==> config.mk <==
export PLATFORM = sky130hd
export DESIGN_NAME = coproc_cmd_issuer
export DESIGN_NICKNAME = d
export VERILOG_FILES = /design/src/rtl/coproc_pkg.sv /design/src/rtl/sync_fifo.sv /design/src/rtl/coproc_cmd_issuer.sv
export SDC_FILE = /design/constraint.sdc
export NUM_CORES = 1
export LEC_CHECK = 0
export BUFFER_PORTS_ARGS = -buffer_cell sky130_fd_sc_hd__buf_2
export CAP_MARGIN = 20
export CORE_UTILIZATION = 65
export CTS_CLUSTER_DIAMETER = 40
export DETAILED_ROUTE_END_ITERATION = 10
export GPL_TIMING_DRIVEN = 0
export PLACE_DENSITY = 0.95
export REMOVE_ABC_BUFFERS = 1
export SLEW_MARGIN = 20
export SYNTH_ARGS = -nofsm -noshare
export SYNTH_HDL_FRONTEND = slang
export SYNTH_HIERARCHICAL = 1
export SYNTH_SLANG_ARGS = --single-unit
==> constraint.sdc <==
create_clock -name clk -period 11.9 [get_ports clk]
set_input_delay 1.19 -clock clk [delete_from_list [all_inputs] [get_ports clk]]
set_output_delay 1.19 -clock clk [all_outputs]
set_load 0.05 [all_outputs]
==> src/rtl/coproc_pkg.sv <==
// rtl/coproc_pkg.sv - coprocessor opcodes, issuer FSM states and opcode class helpers
package coproc_pkg;

    localparam logic [3:0] OP_READ       = 4'b0001;
    localparam logic [3:0] OP_WRITE      = 4'b0010;
    localparam logic [3:0] OP_CONV       = 4'b0011;
    localparam logic [3:0] OP_CONV_TRSP  = 4'b0100;
    localparam logic [3:0] OP_CONV_ROB   = 4'b0101;
    localparam logic [3:0] OP_PHOTO_CONV = 4'b1110;
    localparam logic [3:0] OP_READ_IMAGE = 4'b1111;

    typedef enum logic [2:0] {
        ST_IDLE,
        ST_ISSUE,
        ST_ARM,
        ST_BUSY,
        ST_HOLD
    } state_t;

    // Ops that return a word through the response queue
    function automatic logic is_rsp_op(input logic [3:0] op);
        return (op == OP_READ) || (op == OP_READ_IMAGE);
    endfunction

    // Ops presented as a held level rather than an activate pulse
    function automatic logic is_level_op(input logic [3:0] op);
        return (op == OP_PHOTO_CONV) || (op == OP_READ_IMAGE);
    endfunction

endpackage

==> src/rtl/sync_fifo.sv <==
// rtl/sync_fifo.sv - count-based synchronous FIFO with first-word-fall-through output
module sync_fifo #(
    parameter int WIDTH = 32,
    parameter int DEPTH = 8
) (
    input  logic             clk,
    input  logic             rst_n,
    input  logic             push,
    input  logic [WIDTH-1:0] push_data,
    input  logic             pop,
    output logic [WIDTH-1:0] pop_data,
    output logic             full,
    output logic             empty
);
    localparam int AW = $clog2(DEPTH);
    localparam logic [AW:0]   FULL_CNT = (AW+1)'(DEPTH);
    localparam logic [AW-1:0] PTR_ONE  = AW'(1);
    localparam logic [AW:0]   CNT_ONE  = (AW+1)'(1);

    logic [WIDTH-1:0] r_mem [DEPTH];
    logic [AW-1:0]    r_wr_ptr;
    logic [AW-1:0]    r_rd_ptr;
    logic [AW:0]      r_count;
    logic             w_push;
    logic             w_pop;

    assign full     = (r_count == FULL_CNT);
    assign empty    = (r_count == '0);
    assign w_push   = push && !full;
    assign w_pop    = pop && !empty;
    assign pop_data = r_mem[r_rd_ptr];

    // Storage array, written only on an accepted push
    always_ff @(posedge clk) begin
        if (w_push) begin
            r_mem[r_wr_ptr] <= push_data;
        end
    end

    // Pointers wrap naturally at power-of-two depth; count tracks occupancy
    always_ff @(posedge clk) begin
        if (!rst_n) begin
            r_wr_ptr <= '0;
            r_rd_ptr <= '0;
            r_count  <= '0;
        end else begin
            if (w_push) r_wr_ptr <= r_wr_ptr + PTR_ONE;
            if (w_pop)  r_rd_ptr <= r_rd_ptr + PTR_ONE;
            case ({w_push, w_pop})
                2'b10:   r_count <= r_count + CNT_ONE;
                2'b01:   r_count <= r_count - CNT_ONE;
                default: r_count <= r_count;
            endcase
        end
    end

endmodule

==> src/rtl/coproc_cmd_issuer.sv <==
// rtl/coproc_cmd_issuer.sv - queued coprocessor instruction issuer; optional watchdog via COPROC_TIMEOUT_EN
module coproc_cmd_issuer
    import coproc_pkg::*;
#(
    parameter int CMD_DEPTH      = 8,
    parameter int RSP_DEPTH      = 8,
    parameter int HOLD_CYCLES    = 4,
    parameter int TIMEOUT_CYCLES = 4096
) (
    input  logic        clk,
    input  logic        rst_n,
    input  logic        cmd_valid,
    output logic        cmd_ready,
    input  logic [31:0] cmd_data,
    output logic        rsp_valid,
    input  logic        rsp_ready,
    output logic [31:0] rsp_data,
    output logic [31:0] cp_instruction,
    output logic [1:0]  cp_activate,
    input  logic        cp_wait,
    input  logic [31:0] cp_data_read,
    output logic        busy,
    output logic        error
);
    localparam logic [15:0] HOLD_LAST = 16'(HOLD_CYCLES - 1);

    state_t      r_state;
    logic [3:0]  r_op;
    logic [31:0] r_instr;
    logic [1:0]  r_act;
    logic [15:0] r_hold_cnt;

    logic [31:0] w_cmd_head;
    logic        w_cmd_full;
    logic        w_cmd_empty;
    logic        w_cmd_pop;
    logic        w_rsp_full;
    logic        w_rsp_empty;
    logic        w_rsp_push;
    logic        w_hold_last;
    logic        w_tmo_hit;

    assign cmd_ready      = !w_cmd_full;
    assign rsp_valid      = !w_rsp_empty;
    assign cp_instruction = r_instr;
    assign cp_activate    = r_act;
    assign busy           = (r_state != ST_IDLE);
    assign w_hold_last    = (r_hold_cnt == HOLD_LAST);

    // Response space is reserved at pop time so a response push can never overflow
    assign w_cmd_pop = (r_state == ST_IDLE) && !w_cmd_empty && !cp_wait &&
                       (!is_rsp_op(w_cmd_head[3:0]) || !w_rsp_full);

    assign w_rsp_push = !w_tmo_hit &&
                        (((r_state == ST_BUSY) && !cp_wait && (r_op == OP_READ)) ||
                         ((r_state == ST_HOLD) && w_hold_last && (r_op == OP_READ_IMAGE)));

    sync_fifo #(.WIDTH(32), .DEPTH(CMD_DEPTH)) u_cmd_fifo (
        .clk       (clk),
        .rst_n     (rst_n),
        .push      (cmd_valid),
        .push_data (cmd_data),
        .pop       (w_cmd_pop),
        .pop_data  (w_cmd_head),
        .full      (w_cmd_full),
        .empty     (w_cmd_empty)
    );

    sync_fifo #(.WIDTH(32), .DEPTH(RSP_DEPTH)) u_rsp_fifo (
        .clk       (clk),
        .rst_n     (rst_n),
        .push      (w_rsp_push),
        .push_data (cp_data_read),
        .pop       (rsp_ready),
        .pop_data  (rsp_data),
        .full      (w_rsp_full),
        .empty     (w_rsp_empty)
    );

`ifdef COPROC_TIMEOUT_EN
    localparam logic [31:0] TMO_LAST = 32'(TIMEOUT_CYCLES - 1);

    logic [31:0] r_tmo;
    logic        r_error;
    logic        w_tmo_run;

    assign w_tmo_run = (r_state == ST_ARM) || (r_state == ST_BUSY) || (r_state == ST_HOLD);
    assign w_tmo_hit = w_tmo_run && (r_tmo == TMO_LAST);
    assign error     = r_error;

    // Watchdog restarts on every state entry; ARM->BUSY is the only waiting-to-waiting move
    always_ff @(posedge clk) begin
        if (!rst_n) begin
            r_tmo   <= '0;
            r_error <= 1'b0;
        end else begin
            if (!w_tmo_run || w_tmo_hit || ((r_state == ST_ARM) && cp_wait)) begin
                r_tmo <= '0;
            end else begin
                r_tmo <= r_tmo + 32'd1;
            end
            if (w_tmo_hit) r_error <= 1'b1;
        end
    end
`else
    logic w_unused_tmo;

    assign w_tmo_hit    = 1'b0;
    assign error        = 1'b0;
    assign w_unused_tmo = (TIMEOUT_CYCLES == 0);
`endif

    // Issue FSM; instruction and activate are registered so the bus never glitches
    always_ff @(posedge clk) begin
        if (!rst_n) begin
            r_state    <= ST_IDLE;
            r_op       <= '0;
            r_instr    <= '0;
            r_act      <= '0;
            r_hold_cnt <= '0;
        end else begin
            case (r_state)
                ST_IDLE: begin
                    r_instr <= '0;
                    r_act   <= '0;
                    if (w_cmd_pop) begin
                        r_op    <= w_cmd_head[3:0];
                        r_instr <= w_cmd_head;
                        if (is_level_op(w_cmd_head[3:0])) begin
                            r_hold_cnt <= '0;
                            r_state    <= ST_HOLD;
                        end else begin
                            r_act   <= 2'b01;
                            r_state <= ST_ISSUE;
                        end
                    end
                end
                ST_ISSUE: begin
                    r_act   <= '0;
                    r_state <= ST_ARM;
                end
                ST_ARM: begin
                    if (cp_wait) r_state <= ST_BUSY;
                end
                ST_BUSY: begin
                    if (!cp_wait) begin
                        r_instr <= '0;
                        r_state <= ST_IDLE;
                    end
                end
                ST_HOLD: begin
                    if (w_hold_last) begin
                        r_instr <= '0;
                        r_state <= ST_IDLE;
                    end else begin
                        r_hold_cnt <= r_hold_cnt + 16'd1;
                    end
                end
                default: begin
                    r_instr <= '0;
                    r_act   <= '0;
                    r_state <= ST_IDLE;
                end
            endcase
            if (w_tmo_hit) begin
                r_instr <= '0;
                r_act   <= '0;
                r_state <= ST_IDLE;
            end
        end
    end

endmodule

# After elaboration in Yosys (flattened, before gate mapping)
# Memory sizes are Yosys's and may differ from the RTL's. A register that Yosys moved wholly into a read port is not among the register bits.
# Index checks and enable logic that the tools add are counted.
# classes
add_sub_neg,9
eq_ne,22
n_mux,27
bitwise_logic,1
reduce_logical,34
# op_table
cell,count
$pmux W32 S4,1
$mux W32,3
$mux W16,3
$pmux W16 S2,1
$mux W3,9
$eq A4 B4 Y1 const B,5
$add A16 B1 Y16 const B,1
$eq A16 B2 Y1 const B,1
$pmux W4 S2,2
$pmux W3 S5,1
$add A3 B1 Y3 const B,4
$logic_and A1 B1 Y1,11
$add A4 B1 Y4 const B,2
$eq A4 B1 Y1 const B,2
$logic_not A4 Y1,2
$ne A2 B2 Y1 const B,4
$reduce_and A4 Y1,2
$sub A4 B1 Y4 const B,2
$eq A3 B2 Y1 const B,2
$logic_not A1 Y1,6
$mux W1,6
$reduce_bool A2 Y1,3
$eq A2 B1 Y1 const B,2
$eq A2 B2 Y1 const B,2
12 further kinds,16
# word_totals
ff_bits,77
ramBits,512
input_bits,69
out_inout_bits,70
wordCells,106
n_memories,2
# memory_table
memory,words,width,read_ports,rd_ports_with_merged_regs,write_ports,line_no,rtl
u_cmd_fifo.r_mem,8,32,1,1,1,sync_fifo.sv:20,logic [WIDTH-1:0] r_mem [DEPTH];
u_rsp_fifo.r_mem,8,32,1,1,1,sync_fifo.sv:20,

# Longest topological paths before layout
# Gate-level depths: netlist of the first run.
# logic_depth
ltp_word,8
ltp_mapped,16
mapped_depth_nobuf,13

# Hierarchy
# Netlist of the first run, hierarchy kept.
# by_module_without_submodules
mod,instances,cells_per_inst,area_per_inst_um2,seq_area_each_um2
sync_fifo,2,444,10273.6,7947.6
coproc_cmd_issuer,1,277,2463.6,1121.1

# Worst setup path before layout of the first run
# OpenSTA, ideal clock, no wires.
# synth_timing
path_kind,input to register
start,input cp_wait
end,"memory u_rsp_fifo.r_mem[0][0], enable pin"
setup_time_ns,0.501
arrival_time_ns,5.108
required_time_ns,11.399
slack_ns,6.291
path_stages,5
n_path_buf,0
path_cell_list,nor4_1 > nand3_1 > a21boi_0 > nand2_4 > nor4_1
# synth_between
elab_chain_cells,7
# synth_lines
item,line_no,rtl
start: declaration,coproc_cmd_issuer.sv:20,"input logic cp_wait,"
$logic_not A1 Y1,--,
$logic_and A1 B1 Y1 (2 in a row),coproc_cmd_issuer.sv:55,(((r_state == ST_BUSY) && !cp_wait && (r_op == OP_READ)) ||
$logic_or A1 B1 Y1,coproc_cmd_issuer.sv:55,
named net w_rsp_push,coproc_cmd_issuer.sv:39,logic w_rsp_push;
$logic_and A1 B1 Y1,sync_fifo.sv:29,assign w_push = push && !full;
$mux W1,sync_fifo.sv:35,if (w_push) begin
$mux W1 (not written as such),sync_fifo.sv:36,r_mem[r_wr_ptr] <= push_data;
end: declaration,sync_fifo.sv:20,
# The timed path passes the listed nets, and every way through them passes these cells.

==> impl_metrics.json, run 1 <==
{
  "die_outline_area_sq_mm": 0.0362,
  "layout.core_utilization_pct": 77.4,
  "mostFrequentLayoutCell": "sky130_fd_sc_hd__edfxtp_1",
  "synth_warnings": 6,
  "dp_cells": 1755,
  "port_buffers": 136,
  "final_cell_count_no_fill": 1870,
  "floorplan.rows": 68,
  "final_critical_path_share_of_the_clock_period_pct": 39.2,
  "dr.pass1.iters": 5,
  "commonest_cells_after_routing_fill_and_taps_aside": "sky130_fd_sc_hd__edfxtp_1, sky130_fd_sc_hd__buf_2, sky130_fd_sc_hd__mux4_2",
  "worst_slew_margin_rel_pct": 29.0,
  "num_vias": 12367,
  "area_growth_pct": 16.8,
  "grtUsageTotal_pct": 31.5,
  "post-route-drc-count": 0,
  "grt_max_degree": 47,
  "peak_supply_drop_v": 0.000238,
  "setup_total_negative_slack_ps": 0,
  "hold_violations": 0,
  "cts_resized": 0,
  "number_of_buffers_added_by_the_clock_tree_synthesis_step": 58,
  "area_occupied_by_multi_input_gates_sq_mm": 0.00573,
  "layout-drive-gt1-share_pct": 37.7,
  "synth_largest_type_area_fraction_pct": 66.8,
  "worst-endpoint-arrival_ps": 5170,
  "drt-initial-drc-count": 1316,
  "cts-root-buf": "sky130_fd_sc_hd__clkbuf_16",
  "wl_met2_um": 29500,
  "skew_ps": 46.8,
  "final_max_slew_viol_count": 0,
  "hold_path_class": "reg2reg",
  "chipWidth_um": 190,
  "synthCells": 1165,
  "final_antenna_net_count": 0,
  "die_y_extent_um": 190,
  "setup_viol": 0,
  "power.static_leakage_nw": 8.83,
  "yosys_register_bits": 594,
  "worst_setup_path_start_kind": "flop",
  "outcome": "completed",
  "nNetsFinal": 1440,
  "dominantRegCellSynth": "sky130_fd_sc_hd__edfxtp_1",
  "met1Wirelength_um": 18800,
  "synth.largest_area_cell": "sky130_fd_sc_hd__edfxtp_1",
  "number_of_top_level_pins": 139,
  "worstPathRequired_ps": 12410,
  "tightestPinTransition_ps": 1060,
  "dp_hpwl_um": 32100,
  "ys_async_sr_fraction_pct": 0,
  "achievable-frequency_ghz": 0.214,
  "synth_edf_count": 512,
  "crit_type": "reg2reg",
  "clockBufferDepth": 3,
  "filler_cell_count": 1704,
  "initial_utilization_pct": 66.3,
  "grt_first_pass_wirelength_um": 81900,
  "final_period_minus_worst_setup_slack_ps": 4660,
  "via_per_inst": 6.61,
  "placed_cell_area_sq_mm": 0.0248,
  "clkLatencyLatePin_ps": 640,
  "route.top_layer_used": "met5",
  "powerDensity_mw_per_mm2": 186,
  "post_synth_num_cell_types": 64,
  "worst-path-max-fanout": 33,
  "cts_max_level": 2,
  "first_global_vias": 13108,
  "syn_area_sq_mm": 0.0230,
  "synth_sequential_area_ratio_pct": 73.9,
  "routed_wire_length_per_instance_um": 29.5,
  "number_of_antenna_violations_at_the_first_check_in_global_routing": 8,
  "clkTransAtPathRegs_ps": 60,
  "cts_sinks": 594,
  "total_power_mw": 5.01,
  "gp_routability_congestion": 0.758,
  "timing.critical_path.to_type": "flop",
  "core_area_sq_mm": 0.0347,
  "post-cts-setup-buffers": 0,
  "total_congestion_overflow": 0,
  "drt_total_wl_um": 55200,
  "clock_tree_from_tritoncts": "done",
  "routed_wire_length_on_met3_um": 4550,
  "seq_area_sq_mm": 0.0170,
  "fin_area_sq_mm": 0.0269,
  "post_synth.cell_area_avg_sq_um": 19.8,
  "cts-hold-fix-buffers": 0,
  "drv_cap": 0,
  "synthTopCellsByArea": "sky130_fd_sc_hd__edfxtp_1, sky130_fd_sc_hd__mux4_2, sky130_fd_sc_hd__dfxtp_1, sky130_fd_sc_hd__mux2_2, sky130_fd_sc_hd__a22oi_1",
  "setup_repair_after_global_routing_missed_its_margin": "no"
}
## power by group
group          internal [mW]  switching, mW
Clock                   1.14          0.817
Sequential              2.34         0.0777
Combinational          0.258          0.379
## cell families (layout without fill, tap and decap cells)
logic type	after synthesis	after routing	synth area share, %
buffers and inverters	73	317	1.64
adders and majority gates	11	11	0.598
xor gates and xnor gates	15	15	0.571
muxes	201	201	16.1
AOI/OAI and AO/OA	94	94	2.98
DFF	594	594	73.9
and+or+nand+nor	176	176	4.18
other	1	7	0.0163
## through the flow
step,hold slack [ps],worst slack (ps)
2_1_floorplan,447,4730
3_3_place_gp,446,1830
3_5_place_dp,446,7370
4_1_cts,454,7260
5_1_grt,496,7000
6_report,455,7240
## sequential cells by signal, indices dropped and copies added (netlist names), 4 cells and up, named ones only
register / cells
u_rsp_fifo/r_count: 4
u_rsp_fifo/r_mem: 256
r_hold_cnt: 16
cp_instruction: 32
u_cmd_fifo/r_count: 4
u_cmd_fifo/r_mem: 256
r_op: 4
## final timing paths
| path | to | cells past startpoint | slack (ps) | start |
|---|---|---|---|---|
| worst max-delay path | u_cmd_fifo/r_count[2] | 13 | 7240 | flop |
| worst min-delay path | cp_instruction[3] | 2 | 460 | cp_instruction[3] |
| worst max register to register | u_cmd_fifo/r_count[2] | 13 | 7240 | flop |
| worst min register to register | cp_instruction[3] | 2 | 460 | cp_instruction[3] |
## layer usage
metal	track usage [%]	vias up
met3	6.79	159
met2	56.4	698
met1	36.5	6353
met4	14.2	8
met5	0	-
li1	-	5149
## Yosys cell counts (all sizes together) (2+ instances only)
cell	count
or4b	2
nor3	14
a311oi	4
clkbuf	29
nor2b	6
a21o	2
edfxtp	512
inv	7
or3	3
xnor2	9
o22ai	2
o21ai	10
o211ai	4
mux2	67
and3	3
ha	11
o2bb2ai	3
buf	37
nor4	11
nor4b	3
a41oi	4
a21boi	6
and2	14
a21oi	17
a31oi	5
a22oi	28
and4	3
a31o	2
nand2b	12
dfxtp	82
nor2	45
nand4	4
o41ai	2
xor2	6
nand2	36
o41a	2
mux4	128
mux2i	6
nand3	15
## area by class of cell
cell class,count,area share [%]
Antenna cell,5,0.0466
Clock buffer,74,5.85
Clock inverter,36,1.73
Inverter,7,0.0978
Multi-Input combinational cell,499,21.3
Sequential cell,594,63.4
Tap cell,455,2.12
Timing Repair Buffer,200,5.44
## worst max-delay path: stages (launching register included)
cell,delay [ps]
sky130_fd_sc_hd__dfxtp_4,820
sky130_fd_sc_hd__mux4_2,600
sky130_fd_sc_hd__mux2_2,340
sky130_fd_sc_hd__nand3_1,160
sky130_fd_sc_hd__a21oi_1,150
sky130_fd_sc_hd__nor4_4,590
sky130_fd_sc_hd__o41a_1,450
sky130_fd_sc_hd__ha_1,350
sky130_fd_sc_hd__xor2_1,200
sky130_fd_sc_hd__ha_1,170
sky130_fd_sc_hd__a21oi_1,50
sky130_fd_sc_hd__xor2_1,160
sky130_fd_sc_hd__or3_1,320
sky130_fd_sc_hd__a21boi_0,200
No activity file was read; power rests on OpenSTA's default activity.
==> run 2, diff against run 1 <==
- CORE_UTILIZATION: 65 -> 54
- PLACE_DENSITY: 0.95 -> 0.86
- clock period: 11.9 -> 3.97 ns (I/O delays scaled with it)
==> run 2 against run 1 <==
  * Clock power increased to 3.2 times the previous value
  * Highest routed layer unchanged
  * Critical endpoint unchanged
  * Via count is 3.2% lower
  * Register-to-register slack got worse by 7100 ps
  * Critical path type unchanged
==> impl_metrics.json, run 2 (synthesized netlist as in run 1, its figures left out) <==
{
  "power.static_leakage_nw": 8.99,
  "drt_total_wl_um": 47700,
  "first_global_vias": 12520,
  "crit_family": "multiplexers",
  "nNetsFinal": 1457,
  "clockBufferDepth": 3,
  "timing.rr.end": "u_cmd_fifo/r_count[2]",
  "number_of_antenna_violations_at_the_first_check_in_global_routing": 6,
  "initial_utilization_pct": 54.9,
  "holdPathStages": 1,
  "floorplan.rows": 75,
  "peak_supply_drop_v": 0.000455,
  "powerDensity_mw_per_mm2": 564,
  "dp_hpwl_um": 30100,
  "critical-path-max-stage-delay_ps": 510,
  "cp_cell_sequence": "buf_16 -> mux4_2 -> mux2_2 -> or3_1 -> a21oi_4 -> nor4_4 -> buf_6 -> o41a_1 -> ha_4 -> xor2_1 -> ha_1 -> a21oi_1 -> xor2_1 -> or3_1 -> a21boi_1",
  "dp_cells": 1839,
  "setup_repair_after_global_routing_missed_its_margin": "yes",
  "final_period_minus_worst_setup_slack_ps": 3860,
  "final_critical_path_share_of_the_clock_period_pct": 97.2,
  "worstPathRequired_ps": 4480,
  "cts-root-buf": "sky130_fd_sc_hd__clkbuf_16",
  "number_of_top_level_pins": 139,
  "worst_slew_margin_rel_pct": 40.9,
  "switching_power_mw": 3.81,
  "crit_slowest_cell": "sky130_fd_sc_hd__mux4_2",
  "drt-initial-drc-count": 1109,
  "port_buffers": 136,
  "area_growth_pct": 18.9,
  "via_per_inst": 6.08,
  "grt_max_degree": 45,
  "worstHoldStart": "cmd_data[29]",
  "place_ws_ps": -638,
  "clkTransAtPathRegs_ps": 60,
  "combinational_group_share_of_total_power_pct": 12.9,
  "outcome": "completed",
  "cts_sinks": 594,
  "cts_max_level": 3,
  "achievable-frequency_ghz": 0.259,
  "total_congestion_overflow": 0,
  "final_max_slew_viol_count": 0,
  "cp_bufs_invs": 2,
  "timing.critical_path.to_type": "flop",
  "hold_path_class": "in2reg",
  "netSwitchingFraction_pct": 24.7,
  "final.setup.worst_slack_ps": 110,
  "dr.pass1.iters": 7,
  "commonest_cells_after_routing_fill_and_taps_aside": "sky130_fd_sc_hd__edfxtp_1, sky130_fd_sc_hd__buf_2, sky130_fd_sc_hd__mux4_2",
  "routed_wire_length_per_instance_um": 24.2,
  "number_of_buffers_added_by_the_clock_tree_synthesis_step": 69,
  "internal_power_mw": 11.6,
  "worst-path-max-fanout": 13,
  "drv_cap": 0,
  "hold_violations": 0,
  "r2r_setup_slk_ps": 110,
  "layout-drive-gt1-share_pct": 38.3,
  "grtUsageTotal_pct": 22.3,
  "mostFrequentLayoutCell": "sky130_fd_sc_hd__edfxtp_1",
  "grt_first_pass_wirelength_um": 72400,
  "num_vias": 11976,
  "gp_routability_congestion": 0.772,
  "hold-path-endpoint": "u_cmd_fifo/r_mem[4][29]",
  "chipWidth_um": 208,
  "die_outline_area_sq_mm": 0.0434,
  "setup_viol": 0,
  "die_y_extent_um": 208,
  "post-route-drc-count": 0,
  "seq_power_share_pct": 46.4,
  "power.clock.fraction_pct": 40.7,
  "ff2ff_path_depth": 15,
  "worst_setup_path_start_kind": "flop",
  "final_cell_count_no_fill": 1971,
  "core_area_sq_mm": 0.0419,
  "worst-endpoint-arrival_ps": 4370,
  "skew_ps": 30.5,
  "clkLatencyLatePin_ps": 590,
  "tightestPinTransition_ps": 882,
  "crit_type": "reg2reg",
  "final_antenna_net_count": 0,
  "clock_tree_from_tritoncts": "done"
}
-- run 2: changes by cell type in the layout (fill, tap and decap cells not counted), moves of 4 or more --
cell,delta
sky130_fd_sc_hd__buf_6,-5
sky130_fd_sc_hd__clkbuf_16,+13
sky130_fd_sc_hd__inv_6,+6
sky130_fd_sc_hd__buf_4,+8
sky130_fd_sc_hd__clkinv_1,+4
sky130_fd_sc_hd__bufinv_16,-4
sky130_fd_sc_hd__clkinv_2,-9
-- run 2: power groups by stage --
stage / clock, mW / combinational (mW) / sequential, mW
floorplan: 0 / 0.963 / 7.58
global placement: 0 / 1.62 / 7.40
detailed placement: 0 / 1.89 / 7.30
CTS: 6.37 / 2.00 / 7.15
global route: 6.60 / 2.11 / 7.17
finish: 6.27 / 1.99 / 7.15
-- run 2: worst max-delay path by stage --
stage,end,slack (ps),cells past startpoint
global route,u_cmd_fifo/r_count[2],-50,15
global placement,u_cmd_fifo/r_count[2],-6290,13
finish,u_cmd_fifo/r_count[2],110,15
CTS,u_cmd_fifo/r_count[2],5,15
floorplan,u_cmd_fifo/r_count[2],-3200,13
detailed placement,u_cmd_fifo/r_count[2],-640,15
-- run 2: what timing repair did --
item | CTS | global route
cloned | 1 | 0
hold endpoints to repair | 0 | 0
setup buffers | 3 | 2
resized for setup | 5 | 5
pin swaps | 2 | 0
hold buffers | 0 | 0
endpoints found under the setup margin | 14 | 39
-- run 2: worst register-to-register path: stages, from the launching register on --
cell and delay [ps]:
sky130_fd_sc_hd__dfxtp_4 400, sky130_fd_sc_hd__buf_16 180, sky130_fd_sc_hd__mux4_2 510, sky130_fd_sc_hd__mux2_2 320, sky130_fd_sc_hd__or3_1 400, sky130_fd_sc_hd__a21oi_4 180
sky130_fd_sc_hd__nor4_4 70, sky130_fd_sc_hd__buf_6 190, sky130_fd_sc_hd__o41a_1 190, sky130_fd_sc_hd__ha_4 220, sky130_fd_sc_hd__xor2_1 140, sky130_fd_sc_hd__ha_1 220
sky130_fd_sc_hd__a21oi_1 160, sky130_fd_sc_hd__xor2_1 90, sky130_fd_sc_hd__or3_1 320, sky130_fd_sc_hd__a21boi_1 160
-- run 2: final cells by class --
type,count,area [sq um]
Timing Repair Buffer,206,1550
Multi-Input combinational cell,499,5770
Sequential cell,594,17000
Clock buffer,89,1900
Antenna cell,2,5.00
Tap cell,539,674
Inverter,7,26.3
Fill cell,2588,14600
Clock inverter,35,398
-- run 2: routing by layer --
metal	vias up	routed length, um	GRT usage [%]
li1	5182	-	-
met3	119	3310	5.31
met5	-	49	0
met1	6146	17700	26.4
met2	521	25300	39.5
met4	8	1310	8.22
-- run 2: through the flow --
step                      instance area (sq um)  TNS (ps)  utilization (%)  power, mW  hold WS, ps
after detailed placement                  24900     -1300             59.4       9.19          444
after global placement                    24000  -1314170             57.3       9.03          447
final                                     27400         0             65.2       15.4         67.0
after CTS                                 27300         0             65.1       15.5         42.3
after floorplan                           22700   -244140                -       8.54          447
after global routing                      27400     -48.4             65.2       15.9         52.8
==> run 3, diff against run 2 <==
- BUFFER_PORTS_ARGS: -buffer_cell sky130_fd_sc_hd__buf_2 -> -buffer_cell sky130_fd_sc_hd__buf_4
==> run 3 against run 2 <==
  * Wire length up 3.2%
  * Sequential share of layout area down 0.90 points
  * Clock power up 2%
  * Clock skew down 7.7 ps
  * Critical endpoint unchanged
  * Largest cell class unchanged
==> impl_metrics.json, run 3 (synthesized netlist as in run 1, its figures left out) <==
{
  "power.clock.fraction_pct": 40.9,
  "hold_violations": 0,
  "final.setup.worst_slack_ps": 145,
  "ff2ff_path_depth": 15,
  "first_global_vias": 12482,
  "clockBufferDepth": 3,
  "cts_max_level": 3,
  "grt_max_degree": 42,
  "holdPathStages": 1,
  "die_y_extent_um": 208,
  "post-route-drc-count": 0,
  "core_area_sq_mm": 0.0419,
  "worst-endpoint-arrival_ps": 4330,
  "crit_slowest_cell": "sky130_fd_sc_hd__mux4_2",
  "critical-path-max-stage-delay_ps": 510,
  "cp_bufs_invs": 2,
  "number_of_antenna_violations_at_the_first_check_in_global_routing": 4,
  "nNetsFinal": 1469,
  "number_of_buffers_added_by_the_clock_tree_synthesis_step": 70,
  "setup_total_negative_slack_ps": 0,
  "clock_tree_from_tritoncts": "done",
  "tightestPinTransition_ps": 886,
  "floorplan.rows": 75,
  "final_period_minus_worst_setup_slack_ps": 3830,
  "die_outline_area_sq_mm": 0.0434,
  "seq_power_share_pct": 45.9,
  "layout.core_utilization_pct": 66.2,
  "drv_cap": 0,
  "layout-drive-gt1-share_pct": 39.4,
  "gp_routability_congestion": 0.749,
  "power.static_leakage_nw": 9.13,
  "final_critical_path_share_of_the_clock_period_pct": 96.4,
  "drt-initial-drc-count": 1024,
  "worst-path-stages": 15,
  "skew_ps": 22.7,
  "setup_viol": 0,
  "grt_first_pass_wirelength_um": 74300,
  "area_growth_pct": 20.6,
  "total_congestion_overflow": 0,
  "timing.critical_path.to_type": "flop",
  "dp_cells": 1843,
  "hold_path_class": "in2reg",
  "worst_slew_margin_rel_pct": 40.6,
  "clkLatencyLatePin_ps": 580,
  "cts-root-buf": "sky130_fd_sc_hd__clkbuf_16",
  "commonest_cells_after_routing_fill_and_taps_aside": "sky130_fd_sc_hd__edfxtp_1, sky130_fd_sc_hd__buf_4, sky130_fd_sc_hd__mux4_2",
  "dp_hpwl_um": 30300,
  "crit_type": "reg2reg",
  "routed_wire_length_per_instance_um": 24.7,
  "peak_supply_drop_v": 0.000562,
  "combinational_group_share_of_total_power_pct": 13.2,
  "dr.pass1.iters": 5,
  "place_ws_ps": -521,
  "r2r_setup_slk_ps": 140,
  "drt_total_wl_um": 49200,
  "worstHoldStart": "cp_data_read[27]",
  "netSwitchingFraction_pct": 24.9,
  "worstPathRequired_ps": 4470,
  "switching_power_mw": 3.88,
  "worst_setup_path_start_kind": "flop",
  "internal_power_mw": 11.7,
  "final_cell_count_no_fill": 1988,
  "num_vias": 11999,
  "worst-path-max-fanout": 10,
  "final_antenna_net_count": 0,
  "cts-hold-fix-buffers": 0,
  "clkTransAtPathRegs_ps": 60,
  "via_per_inst": 6.04,
  "chipWidth_um": 208,
  "number_of_top_level_pins": 139,
  "mostFrequentLayoutCell": "sky130_fd_sc_hd__edfxtp_1",
  "grtUsageTotal_pct": 23.0,
  "final_max_slew_viol_count": 0,
  "timing.rr.end": "u_cmd_fifo/r_count[2]",
  "total_power_mw": 15.6,
  "initial_utilization_pct": 54.9,
  "crit_family": "multiplexers",
  "achievable-frequency_ghz": 0.261,
  "powerDensity_mw_per_mm2": 561,
  "cts_sinks": 594,
  "port_buffers": 136,
  "cp_cell_sequence": "buf_4 -> mux4_2 -> mux2_2 -> or3_1 -> a21oi_2 -> nor4_4 -> buf_6 -> o41a_1 -> ha_2 -> xor2_1 -> ha_1 -> a21oi_1 -> xor2_1 -> or3_1 -> a21boi_0",
  "hold-path-endpoint": "u_rsp_fifo/r_mem[1][27]",
  "outcome": "completed"
}
[run 3: per-stage QoR]
stage / area [sq um] / hold slack, ps
floorplan: 22700 / 447
global placement: 24400 / 451
detailed placement: 25300 / 452
CTS: 27700 / 13.4
global route: 27800 / 29.0
finish: 27800 / 41.9
[run 3: how the worst max path moves through the flow]
stage,slack (ps),startpoint,end
global route,-40,flop,u_cmd_fifo/r_count[2]
floorplan,-3200,flop,u_cmd_fifo/r_count[2]
detailed placement,-520,flop,u_cmd_fifo/r_count[2]
CTS,40,flop,u_cmd_fifo/r_count[2]
global placement,-6140,flop,u_cmd_fifo/r_count[2]
finish,140,flop,u_cmd_fifo/r_count[2]
[run 3: cell type report]
cell class | instances | area [sq um]
clock inverters | 47 | 469
multi-input cells | 499 | 5760
repair buffers | 217 | 1900
clock buffers | 82 | 1880
well taps | 539 | 674
inverters | 7 | 26.3
diodes | 3 | 7.51
flip-flops and latches | 594 | 17000
fillers | 2568 | 14200
[run 3: layer usage]
metal  share of wire, %  GRT usage (%)  wire length (um)
met1                 37           27.6             18300
met2                 54           40.6             26400
met3                6.6           4.95              3260
met4                2.6           9.07              1290
met5              0.035              0                17
[run 3: what timing repair did]
item | in CTS | in global routing
resized for setup | 4 | 2
pin swaps | 1 | 2
buffers inserted | 5 | 8
cloned | 0 | 0
setup endpoints to repair | 12 | 48
[run 3: power groups by stage]
stage	Clock, mW	Sequential [mW]	Combinational [mW]
final	6.37	7.15	2.05
after CTS	6.47	7.15	2.02
after global routing	6.71	7.17	2.18
after floorplan	0	7.58	0.963
after detailed placement	0	7.31	1.94
after global placement	0	7.41	1.68
